===== config.mk =====
export PLATFORM = sky130hd
export DESIGN_NAME = alu_instr_sequencer
export DESIGN_NICKNAME = d
export VERILOG_FILES = /design/src/rtl/alu_seq_pkg.sv /design/src/rtl/alu_instr_decode.sv /design/src/rtl/alu_instr_sequencer.sv
export SDC_FILE = /design/constraint.sdc
export NUM_CORES = 1
export LEC_CHECK = 0
export CAP_MARGIN = 0
export CELL_PAD_IN_SITES_DETAIL_PLACEMENT = 1
export CELL_PAD_IN_SITES_GLOBAL_PLACEMENT = 1
export CORE_MARGIN = 1.5
export CORE_UTILIZATION = 28
export CTS_BUF_LIST = sky130_fd_sc_hd__clkbuf_4 sky130_fd_sc_hd__clkbuf_8 sky130_fd_sc_hd__clkbuf_16
export DETAILED_ROUTE_END_ITERATION = 6
export MAX_ROUTING_LAYER = met4
export PLACE_DENSITY = 0.79
export SLEW_MARGIN = 5
export SYNTH_ARGS = -nofsm -noshare
export SYNTH_HDL_FRONTEND = slang
export SYNTH_SLANG_ARGS = --single-unit

===== constraint.sdc =====
create_clock -name Clk -period 2.6 [get_ports Clk]
set_input_delay 0.26 -clock Clk [delete_from_list [all_inputs] [get_ports Clk]]
set_output_delay 0.26 -clock Clk [all_outputs]
set_load 0.01 [all_outputs]

===== src/rtl/alu_seq_pkg.sv =====
// Shared constants for the ALU instruction sequencer.
// ALU codes, instruction field positions, op constants, FSM states.
package alu_seq_pkg;

  localparam int DATA_W     = 16;
  localparam int REG_ADDR_W = 4;
  localparam int FLAG_W     = 5;
  localparam int INSTR_W    = 16;

  localparam logic [4:0] ALU_ADD  = 5'd0;
  localparam logic [4:0] ALU_SUB  = 5'd1;
  localparam logic [4:0] ALU_CMP  = 5'd2;
  localparam logic [4:0] ALU_AND  = 5'd3;
  localparam logic [4:0] ALU_OR   = 5'd4;
  localparam logic [4:0] ALU_XOR  = 5'd5;
  localparam logic [4:0] ALU_MOV  = 5'd6;
  localparam logic [4:0] ALU_LSH  = 5'd7;
  localparam logic [4:0] ALU_RSH  = 5'd8;
  localparam logic [4:0] ALU_ARSH = 5'd9;

  localparam int OP_HI   = 15;
  localparam int OP_LO   = 12;
  localparam int RD_HI   = 11;
  localparam int RD_LO   = 8;
  localparam int FN_HI   = 7;
  localparam int FN_LO   = 4;
  localparam int RS_HI   = 3;
  localparam int RS_LO   = 0;
  localparam int IMM_HI  = 7;
  localparam int IMM_LO  = 0;

  localparam logic [3:0] OP_RTYPE = 4'h0;
  localparam logic [3:0] OP_IMAX  = 4'hA;
  localparam logic [3:0] OP_NOP   = 4'hF;
  localparam logic [3:0] FN_MAX   = 4'h9;

  localparam logic [INSTR_W-1:0] INSTR_NOP = 16'hF000;

  typedef enum logic [1:0] {
    ST_IDLE = 2'd0,
    ST_EXEC = 2'd1,
    ST_DONE = 2'd2
  } state_t;

  // Logical and shift ops take an unsigned immediate.
  function automatic logic imm_zext(input logic [4:0] c);
    return (c == ALU_AND) || (c == ALU_OR)  ||
           (c == ALU_XOR) || (c == ALU_LSH) ||
           (c == ALU_RSH) || (c == ALU_ARSH);
  endfunction

endpackage


===== src/rtl/alu_instr_decode.sv =====
// Combinational instruction decoder.
// Splits a 16-bit word into datapath controls plus legality.
module alu_instr_decode
  import alu_seq_pkg::*;
(
  input  logic [INSTR_W-1:0]    i_instr,
  output logic [REG_ADDR_W-1:0] o_rdest,
  output logic [REG_ADDR_W-1:0] o_rsrc,
  output logic [4:0]            o_opcode,
  output logic [DATA_W-1:0]     o_imm,
  output logic                  o_imm_s,
  output logic                  o_wr_en,
  output logic                  o_legal,
  output logic                  o_is_nop
);

  logic [3:0] w_op;
  logic [3:0] w_fn;
  logic [7:0] w_imm8;
  logic [4:0] w_icode;

  assign w_op    = i_instr[OP_HI:OP_LO];
  assign w_fn    = i_instr[FN_HI:FN_LO];
  assign w_imm8  = i_instr[IMM_HI:IMM_LO];
  assign w_icode = {1'b0, w_op - 4'd1};

  // Decode by op class; NOP and illegal leave ALU controls at zero.
  always_comb begin
    o_rdest  = i_instr[RD_HI:RD_LO];
    o_rsrc   = i_instr[RS_HI:RS_LO];
    o_opcode = '0;
    o_imm    = '0;
    o_imm_s  = 1'b0;
    o_wr_en  = 1'b0;
    o_legal  = 1'b0;
    o_is_nop = 1'b0;
    unique case (1'b1)
      (w_op == OP_RTYPE): begin
        if (w_fn <= FN_MAX) begin
          o_legal  = 1'b1;
          o_opcode = {1'b0, w_fn};
          o_wr_en  = ({1'b0, w_fn} != ALU_CMP);
        end
      end
      (w_op != OP_RTYPE && w_op <= OP_IMAX): begin
        o_legal  = 1'b1;
        o_opcode = w_icode;
        o_imm_s  = 1'b1;
        o_wr_en  = (w_icode != ALU_CMP);
        if (imm_zext(w_icode))
          o_imm = {{(DATA_W-8){1'b0}}, w_imm8};
        else
          o_imm = {{(DATA_W-8){w_imm8[7]}}, w_imm8};
      end
      (w_op == OP_NOP): begin
        o_legal  = 1'b1;
        o_is_nop = 1'b1;
      end
      default: ;
    endcase
  end

endmodule


===== src/rtl/alu_instr_sequencer.sv =====
// Instruction sequencer driving the RegFile_Alu datapath.
// ALU_SEQ_PERF_CNT_EN builds the retired-instruction counter.
module alu_instr_sequencer
  import alu_seq_pkg::*;
(
  input  logic                  Clk,
  input  logic                  Rst,
  input  logic [INSTR_W-1:0]    InstrIn,
  input  logic                  InstrValid,
  output logic                  InstrReady,
  output logic [REG_ADDR_W-1:0] RdestRegLoc,
  output logic [REG_ADDR_W-1:0] RsrcRegLoc,
  output logic [4:0]            OpCode,
  output logic [DATA_W-1:0]     Imm,
  output logic                  Imm_s,
  output logic                  En,
  input  logic [FLAG_W-1:0]     Flags,
  output logic [FLAG_W-1:0]     FlagsReg,
  output logic                  Done,
  output logic                  IllegalInstr,
  output logic [15:0]           RetiredCnt
);

  state_t               r_state;
  state_t               w_next;
  logic [INSTR_W-1:0]   r_instr;
  logic [FLAG_W-1:0]    r_flags;
  logic                 w_accept;
  logic                 w_wr_en;
  logic                 w_legal;
  logic                 w_is_nop;

  alu_instr_decode u_dec (
    .i_instr  (r_instr),
    .o_rdest  (RdestRegLoc),
    .o_rsrc   (RsrcRegLoc),
    .o_opcode (OpCode),
    .o_imm    (Imm),
    .o_imm_s  (Imm_s),
    .o_wr_en  (w_wr_en),
    .o_legal  (w_legal),
    .o_is_nop (w_is_nop)
  );

  assign InstrReady   = (r_state == ST_IDLE) && !Rst;
  assign w_accept     = InstrValid && InstrReady;
  assign En           = (r_state == ST_EXEC) && w_wr_en && !Rst;
  assign Done         = (r_state == ST_DONE) && !Rst;
  assign IllegalInstr = Done && !w_legal;
  assign FlagsReg     = r_flags;

  // State register.
  always_ff @(posedge Clk) begin
    if (Rst) r_state <= ST_IDLE;
    else     r_state <= w_next;
  end

  // Next state: one instruction walks IDLE -> EXEC -> DONE.
  always_comb begin
    w_next = r_state;
    unique case (r_state)
      ST_IDLE: if (w_accept) w_next = ST_EXEC;
      ST_EXEC: w_next = ST_DONE;
      ST_DONE: w_next = ST_IDLE;
      default: w_next = ST_IDLE;
    endcase
  end

  // Capture the instruction on accept; it drives decode until the next one.
  always_ff @(posedge Clk) begin
    if (Rst)           r_instr <= INSTR_NOP;
    else if (w_accept) r_instr <= InstrIn;
  end

  // Latch ALU flags at the end of EXEC for real ALU ops only.
  always_ff @(posedge Clk) begin
    if (Rst)
      r_flags <= '0;
    else if (r_state == ST_EXEC && w_legal && !w_is_nop)
      r_flags <= Flags;
  end

`ifdef ALU_SEQ_PERF_CNT_EN
  logic [15:0] r_cnt;

  // Count every retired instruction, wrapping naturally.
  always_ff @(posedge Clk) begin
    if (Rst)       r_cnt <= '0;
    else if (Done) r_cnt <= r_cnt + 16'd1;
  end

  assign RetiredCnt = r_cnt;
`else
  assign RetiredCnt = '0;
`endif

endmodule


# After elaboration in Yosys (flattened, before gate mapping)
# Index checks and enable logic that the tools add are counted.
dict set report word_totals {
  regBits 23
  input_bits 24
  word_cells 51
}
dict set report classes {
  n_addsub 1
  magnitude_cmp 2
  eq_ne 12
  mux 12
  n_reduce_logical 21
}
# operator n
set op_table {}
lappend op_table {{two-way mux 16 bit} 2}
lappend op_table {{equality test 4 x 3 -> 1 bit (second input constant)} 3}
lappend op_table {{equality test 4 bit (second input constant)} 3}
lappend op_table {{logical AND 1 bit} 9}
lappend op_table {{less-or-equal comparator 4 bit (second input constant)} 2}
lappend op_table {{!= test 4 x 2 -> 1 bit (second input constant)} 2}
lappend op_table {{one-hot mux 4 bit (2 select lines)} 1}
lappend op_table {{logical OR 1 bit} 5}
lappend op_table {{equality test 4 x 2 -> 1 bit (second input constant)} 1}
lappend op_table {{zero test 4 bit} 1}
lappend op_table {{two-way mux 1 bit} 4}
lappend op_table {{two-way mux 4 bit} 1}
lappend op_table {{one-hot mux 1 bit (2 select lines)} 2}
lappend op_table {{one-hot mux 2 bit (2 select lines)} 1}
lappend op_table {{nonzero test 4 bit} 1}
lappend op_table {{subtractor 4 x 1 -> 4 bit (second input constant)} 1}
lappend op_table {{zero test 1 bit} 3}
lappend op_table {{equality test 2 x 1 -> 1 bit (second input constant)} 1}
lappend op_table {{equality test 2 bit (second input constant)} 1}
lappend op_table {{zero test 2 bit} 1}
lappend op_table {{two-way mux 2 bit} 1}
lappend op_table {{!= test 2 bit (second input constant)} 1}
lappend op_table {{OR reduction 2 bit} 1}

# Depth between registers and ports, before layout
# Gate-level depths: netlist of the first run.
dict set report depth {
  ltp_word 9
  depth_mapped 8
}

# By module
# From an unflattened synthesis of the first run, not the netlist that was laid out.
dict set report hier_totals {
  cells_unflattened 178
  hier_area_um2 1601.5
}
# module n_inst cells_each area_each_um2 seq_area_each_um2
set by_module_without_submodules {}
lappend by_module_without_submodules {alu_instr_sequencer 1 105 1101.1 460.4}
lappend by_module_without_submodules {alu_instr_decode 1 73 500.5 0.0}

# Worst setup path after synthesis of the first run
# Ideal clock, no wire load.
dict set report synth_timing {
  kind {register to output}
  start {reg r_instr[13]}
  end {out Imm[10]}
  t_arrival_ns 1.950
  t_required_ns 2.340
  path_slack_ns 0.390
  stages_incl_launch_ff 9
  path_buffers 1
  path_cell_list {dfxtp_1 > inv_1 > ha_1 > and2b_1 > o22a_4 > inv_4 > and2_1 > o211a_1 > buf_4}
}
dict set report synth_via {
  elab_chain_len 9
  elab_cells_between_ends 17
  classes_between {add/sub (1); order compare (1); eq/ne (6); mux (2); reduce/logical (7)}
}
# element line
set synth_rtl {}
lappend synth_rtl {{from (decl)} alu_instr_sequencer.sv:26} ;# logic [INSTR_W-1:0] r_instr;
lappend synth_rtl {{from (signal assigned)} alu_instr_sequencer.sv:72} ;# else if (w_accept) r_instr <= InstrIn;
lappend synth_rtl {{subtractor 4 x 1 -> 4 bit} alu_instr_decode.sv:25} ;# assign w_icode = {1'b0, w_op - 4'd1};
lappend synth_rtl {{equality test 4 x 2 -> 1 bit / equality test 4 x 3 -> 1 bit (equally long branches)} alu_seq_pkg.sv:47} ;# return (c == ALU_AND) || (c == ALU_OR) ||
lappend synth_rtl {{logical OR 1 bit (2 in a row)} alu_seq_pkg.sv:47}
lappend synth_rtl {{logical OR 1 bit (2 in a row)} alu_seq_pkg.sv:48} ;# (c == ALU_XOR) || (c == ALU_LSH) ||
lappend synth_rtl {{logical OR 1 bit} alu_seq_pkg.sv:49} ;# (c == ALU_RSH) || (c == ALU_ARSH);
lappend synth_rtl {{two-way mux 16 bit} alu_instr_decode.sv:50} ;# if (imm_zext(w_icode))
lappend synth_rtl {{two-way mux 16 bit *} alu_instr_decode.sv:37} ;# unique case (1'b1)
lappend synth_rtl {{to (decl)} alu_instr_sequencer.sv:14} ;# output logic [DATA_W-1:0] Imm,
# Every way passes the cells marked *; elsewhere a longest branch is shown, timed or not.

# Final worst setup path of the first run
dict set report layout_timing {
  start {reg r_instr[13]}
  end {out OpCode[3]}
}
dict set report layout_via {
  elab_chain_len 3
  elab_cells_between_ends 6
  classes_between {add/sub (1); order compare (1); mux (1); reduce/logical (3)}
}
# element line
set layout_rtl {}
lappend layout_rtl {{less-or-equal comparator 4 bit / nonzero test 4 bit (equally long branches)} alu_instr_decode.sv:45} ;# (w_op != OP_RTYPE && w_op <= OP_IMAX): begin
lappend layout_rtl {{logical AND 1 bit} alu_instr_decode.sv:45}
lappend layout_rtl {{one-hot mux 4 bit (2 select lines) *} alu_instr_decode.sv:37}
lappend layout_rtl {{to (decl)} alu_instr_sequencer.sv:13} ;# output logic [4:0] OpCode,
# Marked as above.

==> impl_results.md, run 1 <==
* Count of nets after finishing at 268
* Die Ht at 77.2 µm
* Setup skew after layout at 0.00185 ns
* Length in cells of the worst reg-to-reg path at 6
* Internal at 576 µW
* Origin of the worst min-delay path: r_instr[8]$_SDFFE_PP0P_
* Number of cell rows at 26
* Number of cells traversed by the worst hold path at 2
* Leakage dissipation at 0.000919 µW
* Total number of clock tree sinks at 23
* Wire per inst at 12.8 µm
* Total global routing track utilization at 13.7%
* Endpoint required time on the critical path at 2.34 ns
* CTS Buffer Depth at 2
* Share of post-route cells with drive strength above 1 at 9.70%
* Max IR drop VDD at 0.187 mV
* Max capacitance violation total at 0
* Vias after detailed routing at 1335
* Congestion Overflow GR at 0
* Synthesized flop and latch total at 23
* Worst-path fanout max at 8
* Met2 global-route usage at 24.0%
* Total inserted antenna cells at 0
* Drc violations at 0
* Total half-perimeter wirelength after legalization and detailed placement at 3110 µm
* Switching component of the power at 233 µW
* Post-synth design cell area at 1540 µm²
* Category of the worst setup path capture point: output pin
* Via-per-instance ratio at 4.35
* Initial Utilization at 29.6%
* Power per cell area at 382 nW/µm²
* Max H-tree Level at 1
* Final weighted congestion in routability-driven placement at 0.791
* Core Area at 5200 µm²
* CTS Buf Count at 3
* Minimum period implied by the final worst setup slack at 2.46 ns
* Primary flip-flop cell chosen by synthesis mapping: sky130_fd_sc_hd__dfxtp_1
* Maximum frequency from static timing analysis at 406 MHz
* Vias in the first global route at 1305
* Root Buffer: sky130_fd_sc_hd__clkbuf_8
* Clock latency on the worst-skew pair at 0.26 ns
* Antenna violations before repair at 0
* Relative contribution of sequential cells to total power at 47.3%
* Endpoint of the worst hold-timing path: r_instr[8]$_SDFFE_PP0P_
* Layout overhead on the synthesized area at 37.3%
* Period utilisation layout at 94.6%
* Core occupancy in the finished layout at 40.7%
* Startpoint-to-endpoint class of the critical path: reg2out
* # hold bufs at CTS at 0
* Area of the die at 5960 µm²
* Clock transition at the registers of the reported paths at 0.09 ns
* Count of input and output buffers at 61
* Final setup vio count at 0
* TritonCTS clock tree: yes
* Clk pwr share at 28.2%
* Async set-reset flop share out of synthesis at 0%
* Accumulated negative setup slack at 0 ns
* Die Span X at 77.2 µm
* Global routing's busiest layer: met2
* Endpoint arrival time on the critical path at 2.20 ns
* Class of the tightest hold or removal check: reg2reg
* Endpoint of the most critical register-to-register path: FlagsReg[1]$_SDFFE_PP0P_
* Hold Fails Final Rpt at 0
* Final wirelength at 3940 µm
* Number of iterations in the first detailed-routing pass at 4
* Sequential fraction of the synthesis area at 29.8%
* Syn Area/Cell at 8.21 µm²
* Flop2flop setup slack at 0.98 ns
* Wire length of the first global-routing pass at 6410 µm
* Unrepaired setup endpoints after global routing: no
* Area occupied by multi-input gates at 843 µm²
* Distinct cell type count of the synthesized netlist at 41
* Fill cells at 649
* Count of synthesis-stage warnings from yosys at 0
* DRT iter0 DRCs at 53
* Start of the worst register-to-register path: r_instr[13]$_SDFFE_PP1P_
* Number of synthesized flops with an enable pin at 0
* Switching share of total power at 28.8%
* GRT met3 Usage at 1.43%
* Startpoint class of the critical path: flip-flop
* Portion of total power attributed to combinational logic at 24.5%
* Final number of max-transition violations at 0
* Start point of the critical path: r_instr[13]$_SDFFE_PP1P_
* Remaining number of nets flagged by the antenna check after routing at 0
* Status: finished, final reports clean
* Maximum number of pins on one net before global-route repair at 28
* Cell count after synthesis at 188
* Total power consumption of the routed design at 809 µW
* Number of ports placed on the die boundary at 79
* Area occupied by registers at 460 µm²
* Met1 routing resource usage after global routing at 16.6%
[synth_stat cells, types with 2 or more instances]
| library cell | n | area share [%] |
|---|---|---|
| sky130_fd_sc_hd__nor3b_1 | 2 | 0.97 |
| sky130_fd_sc_hd__clkbuf_1 | 3 | 0.73 |
| sky130_fd_sc_hd__dfxtp_1 | 23 | 30 |
| sky130_fd_sc_hd__a211o_1 | 2 | 1.1 |
| sky130_fd_sc_hd__nand2_2 | 2 | 0.81 |
| sky130_fd_sc_hd__nand2_1 | 31 | 7.5 |
| sky130_fd_sc_hd__buf_4 | 33 | 16 |
| sky130_fd_sc_hd__nand2b_1 | 13 | 5.3 |
| sky130_fd_sc_hd__buf_6 | 2 | 1.5 |
| sky130_fd_sc_hd__xnor2_1 | 2 | 1.1 |
| sky130_fd_sc_hd__nor3_1 | 2 | 0.65 |
| sky130_fd_sc_hd__and2_1 | 7 | 2.8 |
| sky130_fd_sc_hd__a21o_1 | 2 | 0.97 |
| sky130_fd_sc_hd__a21oi_1 | 15 | 4.9 |
| sky130_fd_sc_hd__nand3b_1 | 3 | 1.5 |
| sky130_fd_sc_hd__ha_1 | 6 | 4.9 |
| sky130_fd_sc_hd__nor2_1 | 6 | 1.5 |
| sky130_fd_sc_hd__o21ai_0 | 5 | 1.6 |
| sky130_fd_sc_hd__mux2i_1 | 5 | 3.2 |
| sky130_fd_sc_hd__inv_1 | 3 | 0.73 |
[through the flow]
| stage | area, µm² | cells | hold WS, ns | setup WS [ns] |
|---|---|---|---|---|
| final | 2120 | 307 | 0.469 | 0.140 |
| after global placement | 2070 | 303 | 0.446 | 0.194 |
| after detailed placement | 2070 | 303 | 0.453 | 0.0881 |
| after floorplan | 1600 | 204 | 0.378 | 0.390 |
| after global routing | 2120 | 307 | 0.500 | 0.0185 |
| after CTS | 2110 | 307 | 0.471 | 0.0000622 |
[how the worst max path moves through the flow]
stage               slack [ns]  cells after the start         to
floorplan                 0.39                      8    Imm[10]
global placement          0.19                      8    Imm[12]
detailed placement        0.09                      8    Imm[13]
CTS                    0.00006                      6         En
global route              0.02                      6  OpCode[3]
finish                    0.14                      6  OpCode[3]
[critical path, cell delays in order, from the launching register on]
cell and delay (ns):
sky130_fd_sc_hd__dfxtp_1 0.33, sky130_fd_sc_hd__inv_1 0.08, sky130_fd_sc_hd__ha_2 0.22, sky130_fd_sc_hd__or3_1 0.33, sky130_fd_sc_hd__a221oi_2 0.30, sky130_fd_sc_hd__a21o_1 0.12, sky130_fd_sc_hd__clkdlybuf4s50_1 0.54
[routing by layer]
metal	share of wire, %	up-vias
li1	-	664
met3	3.2	4
met4	1.3	0
met1	44	629
met2	51	38
met5	0	-
[sequential cells by signal (all words and copies together) (netlist names)]
signal	count
r_state	2
FlagsReg	5
r_instr	16
[layout by cell type (no fill, tap or decap), types with 2 or more instances in the layout]
cell type	netlist	routed
sky130_fd_sc_hd__dlymetal6s2s_1	0	2
sky130_fd_sc_hd__nand2_2	2	2
sky130_fd_sc_hd__dfxtp_1	23	23
sky130_fd_sc_hd__nand2_1	31	31
sky130_fd_sc_hd__nand2b_1	13	13
sky130_fd_sc_hd__clkdlybuf4s50_1	0	51
sky130_fd_sc_hd__clkinv_2	1	2
sky130_fd_sc_hd__conb_1	1	17
sky130_fd_sc_hd__o21ai_0	5	4
sky130_fd_sc_hd__inv_1	3	3
sky130_fd_sc_hd__a21oi_1	15	15
sky130_fd_sc_hd__nor2_1	6	6
sky130_fd_sc_hd__buf_4	33	7
sky130_fd_sc_hd__xnor2_1	2	2
sky130_fd_sc_hd__a21o_1	2	2
sky130_fd_sc_hd__dlygate4sd2_1	0	8
sky130_fd_sc_hd__nor3b_1	2	2
sky130_fd_sc_hd__nand3b_1	3	3
sky130_fd_sc_hd__ha_1	6	5
sky130_fd_sc_hd__and2_1	7	7
sky130_fd_sc_hd__mux2i_1	5	5
sky130_fd_sc_hd__nor3_1	2	2
sky130_fd_sc_hd__clkbuf_8	0	3
sky130_fd_sc_hd__a211o_1	2	2
[area by class of cell]
class,count,area share (%)
Multi-Input combinational cell,137,39.8
Timing Repair Buffer,68,31.1
Sequential cell,23,21.7
Tap cell,70,4.13
Clock buffer,3,1.95
Inverter,5,1.06
Clock inverter,1,0.236
[timing repair]
item                       in CTS  in global routing
gates cloned                    0                  0
setup endpoints to repair       9                  3
pin swaps                       0                  2
gates resized for setup        10                  3
setup buffers                   0                  0
[power groups by stage]
stage               Sequential (µW)  Combinational [µW]  Clock (µW)
floorplan                       388                 134           0
global placement                391                 196           0
detailed placement              391                 200           0
CTS                             383                 201         240
global route                    386                 219         250
finish                          383                 199         228
[kinds of logic after synthesis]
logic type / Yosys count / synth area share (%)
adder cells (fa/ha/maj): 6 / 4.87
other: 1 / 0.243
multiplexers: 5 / 3.24
XOR/XNOR: 2 / 1.14
buffers and inverters: 44 / 20.0
flip-flops: 23 / 29.8
AND/OR/NAND/NOR: 74 / 25.5
AO/OA/AOI/OAI: 33 / 15.1
No activity file was read; power rests on OpenSTA's default activity.
==> inputs of run 2 (changes only) <==
==> constraint.sdc (replaced) <==
create_clock -name Clk -period 2.5 [get_ports Clk]
set_input_delay 0.25 -clock Clk [delete_from_list [all_inputs] [get_ports Clk]]
set_output_delay 0.25 -clock Clk [all_outputs]
set_load 0.01 [all_outputs]
==> run 2 against run 1 <==
Hold slack lost 0.0068 ns. Die area is the same. Critical path type unchanged. Non-clock buffer count grew 1. Combinational power grew 4%. Critical path depth is the same. Clock-buffer cell count grew 1. Core utilization grew 0.53 points.
==> impl_results.md, run 2 (synthesis gave the netlist of run 1 again) <==
* Status: finished, final reports clean (unchanged)
* Root Buffer: sky130_fd_sc_hd__clkbuf_8 (unchanged)
* Number of cell rows at 26 (unchanged)
* Highest metal layer used by the detailed router: met4 (unchanged)
* Total half-perimeter wirelength after legalization and detailed placement at 2970 µm (was 3110 µm)
* Share of post-route cells with drive strength above 1 at 11.3% (was 9.70%)
* Worst-path fanout max at 4 (was 8)
* Minimum period implied by the final worst setup slack at 2.40 ns
* Max capacitance violation total at 0 (unchanged)
* Leakage dissipation at 0.000950 µW (was 0.000919 µW)
* Die Ht at 77.2 µm (unchanged)
* Wire per inst at 12.6 µm (was 12.8 µm)
* Switching component of the power at 240 µW (was 233 µW)
* Area of the die at 5960 µm² (unchanged)
* Final number of max-transition violations at 0 (unchanged)
* CTS Buf Count at 3 (unchanged)
* Vias after detailed routing at 1331 (was 1335)
* DRT iter0 DRCs at 39 (was 53)
* Initial Utilization at 29.6% (unchanged)
* Total inserted antenna cells at 0 (unchanged)
* Flop2flop setup slack at 0.86 ns (was 0.98 ns)
* Die Span X at 77.2 µm (unchanged)
* Vias in the first global route at 1277 (was 1305)
* Portion of total power attributed to combinational logic at 24.3% (was 24.5%)
* Congestion Overflow GR at 0 (unchanged)
* Most used cells in the layout excluding fill and tap cells: sky130_fd_sc_hd__clkdlybuf4s50_1, sky130_fd_sc_hd__nand2_1, sky130_fd_sc_hd__dfxtp_1 (unchanged)
* TritonCTS clock tree: yes (unchanged)
* Antenna violations before repair at 0 (unchanged)
* Core occupancy in the finished layout at 41.2% (was 40.7%)
* Endpoint of the most critical register-to-register path: FlagsReg[3]$_SDFFE_PP0P_ (was FlagsReg[1]$_SDFFE_PP0P_)
* Drc violations at 0 (unchanged)
* Relative contribution of sequential cells to total power at 46.7% (was 47.3%)
* Final setup vio count at 0 (unchanged)
* Total number of clock tree sinks at 23 (unchanged)
* Endpoint of the worst hold-timing path: r_instr[10]$_SDFFE_PP0P_ (was r_instr[8]$_SDFFE_PP0P_)
* Wire length of the first global-routing pass at 6280 µm (was 6410 µm)
* Origin of the worst min-delay path: r_instr[10]$_SDFFE_PP0P_ (was r_instr[8]$_SDFFE_PP0P_)
* Unrepaired setup endpoints after global routing: yes (was no)
* Category of the worst setup path capture point: output pin (unchanged)
* Length in cells of the worst reg-to-reg path at 7 (was 6)
* Register name with the most flops: r_instr (unchanged)
* Switching share of total power at 28.2% (was 28.8%)
* Startpoint class of the critical path: flip-flop (unchanged)
* Met3 routed WL at 143 µm (was 128 µm)
* Placed cell areas at 2070 µm² (about the same)
* Power per cell area at 397 nW/µm² (was 382 nW/µm²)
* CTS Buffer Depth at 2 (unchanged)
* Final wirelength at 3880 µm (was 3940 µm)
* Clock transition at the registers of the reported paths at 0.09 ns (about the same)
* Startpoint-to-endpoint class of the critical path: reg2out (unchanged)
* Leading cell type in the layout, fill and taps excluded: sky130_fd_sc_hd__clkdlybuf4s50_1 (unchanged)
* Layout overhead on the synthesized area at 39.1% (was 37.3%)
* Flip-flop count of the largest register after layout at 16 (unchanged)
* Count of nets after finishing at 269 (was 268)
* Area occupied by registers at 462 µm² (was 460 µm²)
* Met2 WL at 2020 µm (was 2030 µm)
* Maximum frequency from static timing analysis at 416 MHz
* Number of cells traversed by the worst hold path at 2 (unchanged)
* Maximum number of pins on one net before global-route repair at 28 (unchanged)
* Endpoint required time on the critical path at 2.25 ns (was 2.34 ns)
* Count of input and output buffers at 61 (unchanged)
* Fill cells at 660 (was 649)
* Final weighted congestion in routability-driven placement at 0.788 (was 0.791)
* Endpoint arrival time on the critical path at 2.15 ns (was 2.20 ns)
* Period utilisation layout at 96.2%
* Start of the worst register-to-register path: r_instr[12]$_SDFFE_PP1P_ (was r_instr[13]$_SDFFE_PP1P_)
* Class of the tightest hold or removal check: reg2reg (unchanged)
* # hold bufs at CTS at 0 (unchanged)
* Hold Fails Final Rpt at 0 (unchanged)
* Post-Route Hold Slack at 0.462 ns (was 0.469 ns)
* Setup skew after layout at 0.00426 ns (was 0.00185 ns)
* Area occupied by multi-input gates at 860 µm² (was 843 µm²)
* Number of iterations in the first detailed-routing pass at 4 (unchanged)
* Max H-tree Level at 1 (unchanged)
* Max IR drop VDD at 0.172 mV (was 0.187 mV)
* Number of ports placed on the die boundary at 79 (unchanged)
* Clock latency on the worst-skew pair at 0.26 ns (about the same)
* Cell area after layout at 2150 µm² (was 2120 µm²)
* Total global routing track utilization at 13.4% (was 13.7%)
* Core Area at 5200 µm² (unchanged)
* Total power consumption of the routed design at 853 µW (was 809 µW)
* Clk pwr share at 29.1% (was 28.2%)
* Internal at 613 µW (was 576 µW)
* Remaining number of nets flagged by the antenna check after routing at 0 (unchanged)
* Met1 WL at 1680 µm (was 1740 µm)
* Via-per-instance ratio at 4.32 (was 4.35)
[run 2: layout make-up]
| cell class | instances | area share, % |
|---|---|---|
| sequential | 23 | 21.5 |
| multi-input combinational | 137 | 40.1 |
| timing repair buffer | 69 | 31.0 |
| clock buffer | 4 | 2.27 |
| tap | 70 | 4.08 |
| inverter | 5 | 1.05 |
[run 2: power by group through the flow]
stage / Combinational (µW) / Sequential, µW / Clock (µW)
after global routing: 230 / 401 / 271
after detailed placement: 208 / 407 / 0
after floorplan: 140 / 403 / 0
after global placement: 205 / 406 / 0
after CTS: 208 / 398 / 258
final: 207 / 398 / 248
[run 2: worst max path at each step]
| stage | startpoint | endpoint | depth (start not counted) |
|---|---|---|---|
| finish | r_instr[13]$_SDFFE_PP1P_ | OpCode[3] | 6 |
| global route | r_instr[12]$_SDFFE_PP1P_ | Imm[4] | 8 |
| CTS | r_instr[13]$_SDFFE_PP1P_ | OpCode[3] | 6 |
| detailed placement | r_instr[13]$_SDFFE_PP1P_ | Imm[10] | 8 |
| global placement | r_instr[13]$_SDFFE_PP1P_ | Imm[12] | 8 |
| floorplan | r_instr[13]$_SDFFE_PP1P_ | Imm[10] | 8 |
[run 2: repair_timing]
item,4_1_cts,5_1_grt
buffers inserted,0,0
pin swaps,2,1
gates resized for setup,11,10
endpoints found under the setup margin,10,6
cloned,0,0
[run 2: metal layers]
metal / track usage (%) / up-vias
li1: - / 667
met1: 15.8 / 628
met2: 23.2 / 34
met3: 2.02 / 2
met4: 4.36 / 0
met5: - / -
[run 2: metrics by stage]
stage	TNS [ns]	worst slack [ns]	std cells
final	0	0.0961	308
after detailed placement	0	0.0764	304
after global routing	-0.105	-0.0652	308
after floorplan	0	0.300	204
after global placement	0	0.163	304
after CTS	0	0.00406	308
[run 2: critical path, cell delays in order (launching register included)]
cell	delay, ns
sky130_fd_sc_hd__dfxtp_1	0.35
sky130_fd_sc_hd__inv_2	0.07
sky130_fd_sc_hd__ha_4	0.17
sky130_fd_sc_hd__or3_1	0.32
sky130_fd_sc_hd__a221oi_2	0.33
sky130_fd_sc_hd__a21o_1	0.13
sky130_fd_sc_hd__clkdlybuf4s50_1	0.53
==> inputs of run 3 (changes only) <==
--- a/config.mk
+++ b/config.mk
@@ -5,7 +5,6 @@
 export SDC_FILE = /design/constraint.sdc
 export NUM_CORES = 1
 export LEC_CHECK = 0
-export CAP_MARGIN = 0
 export CELL_PAD_IN_SITES_DETAIL_PLACEMENT = 1
 export CELL_PAD_IN_SITES_GLOBAL_PLACEMENT = 1
 export CORE_MARGIN = 1.5
==> results of run 3 <==
Same layout as run 2: the final DEF is identical, and so are final timing and power.
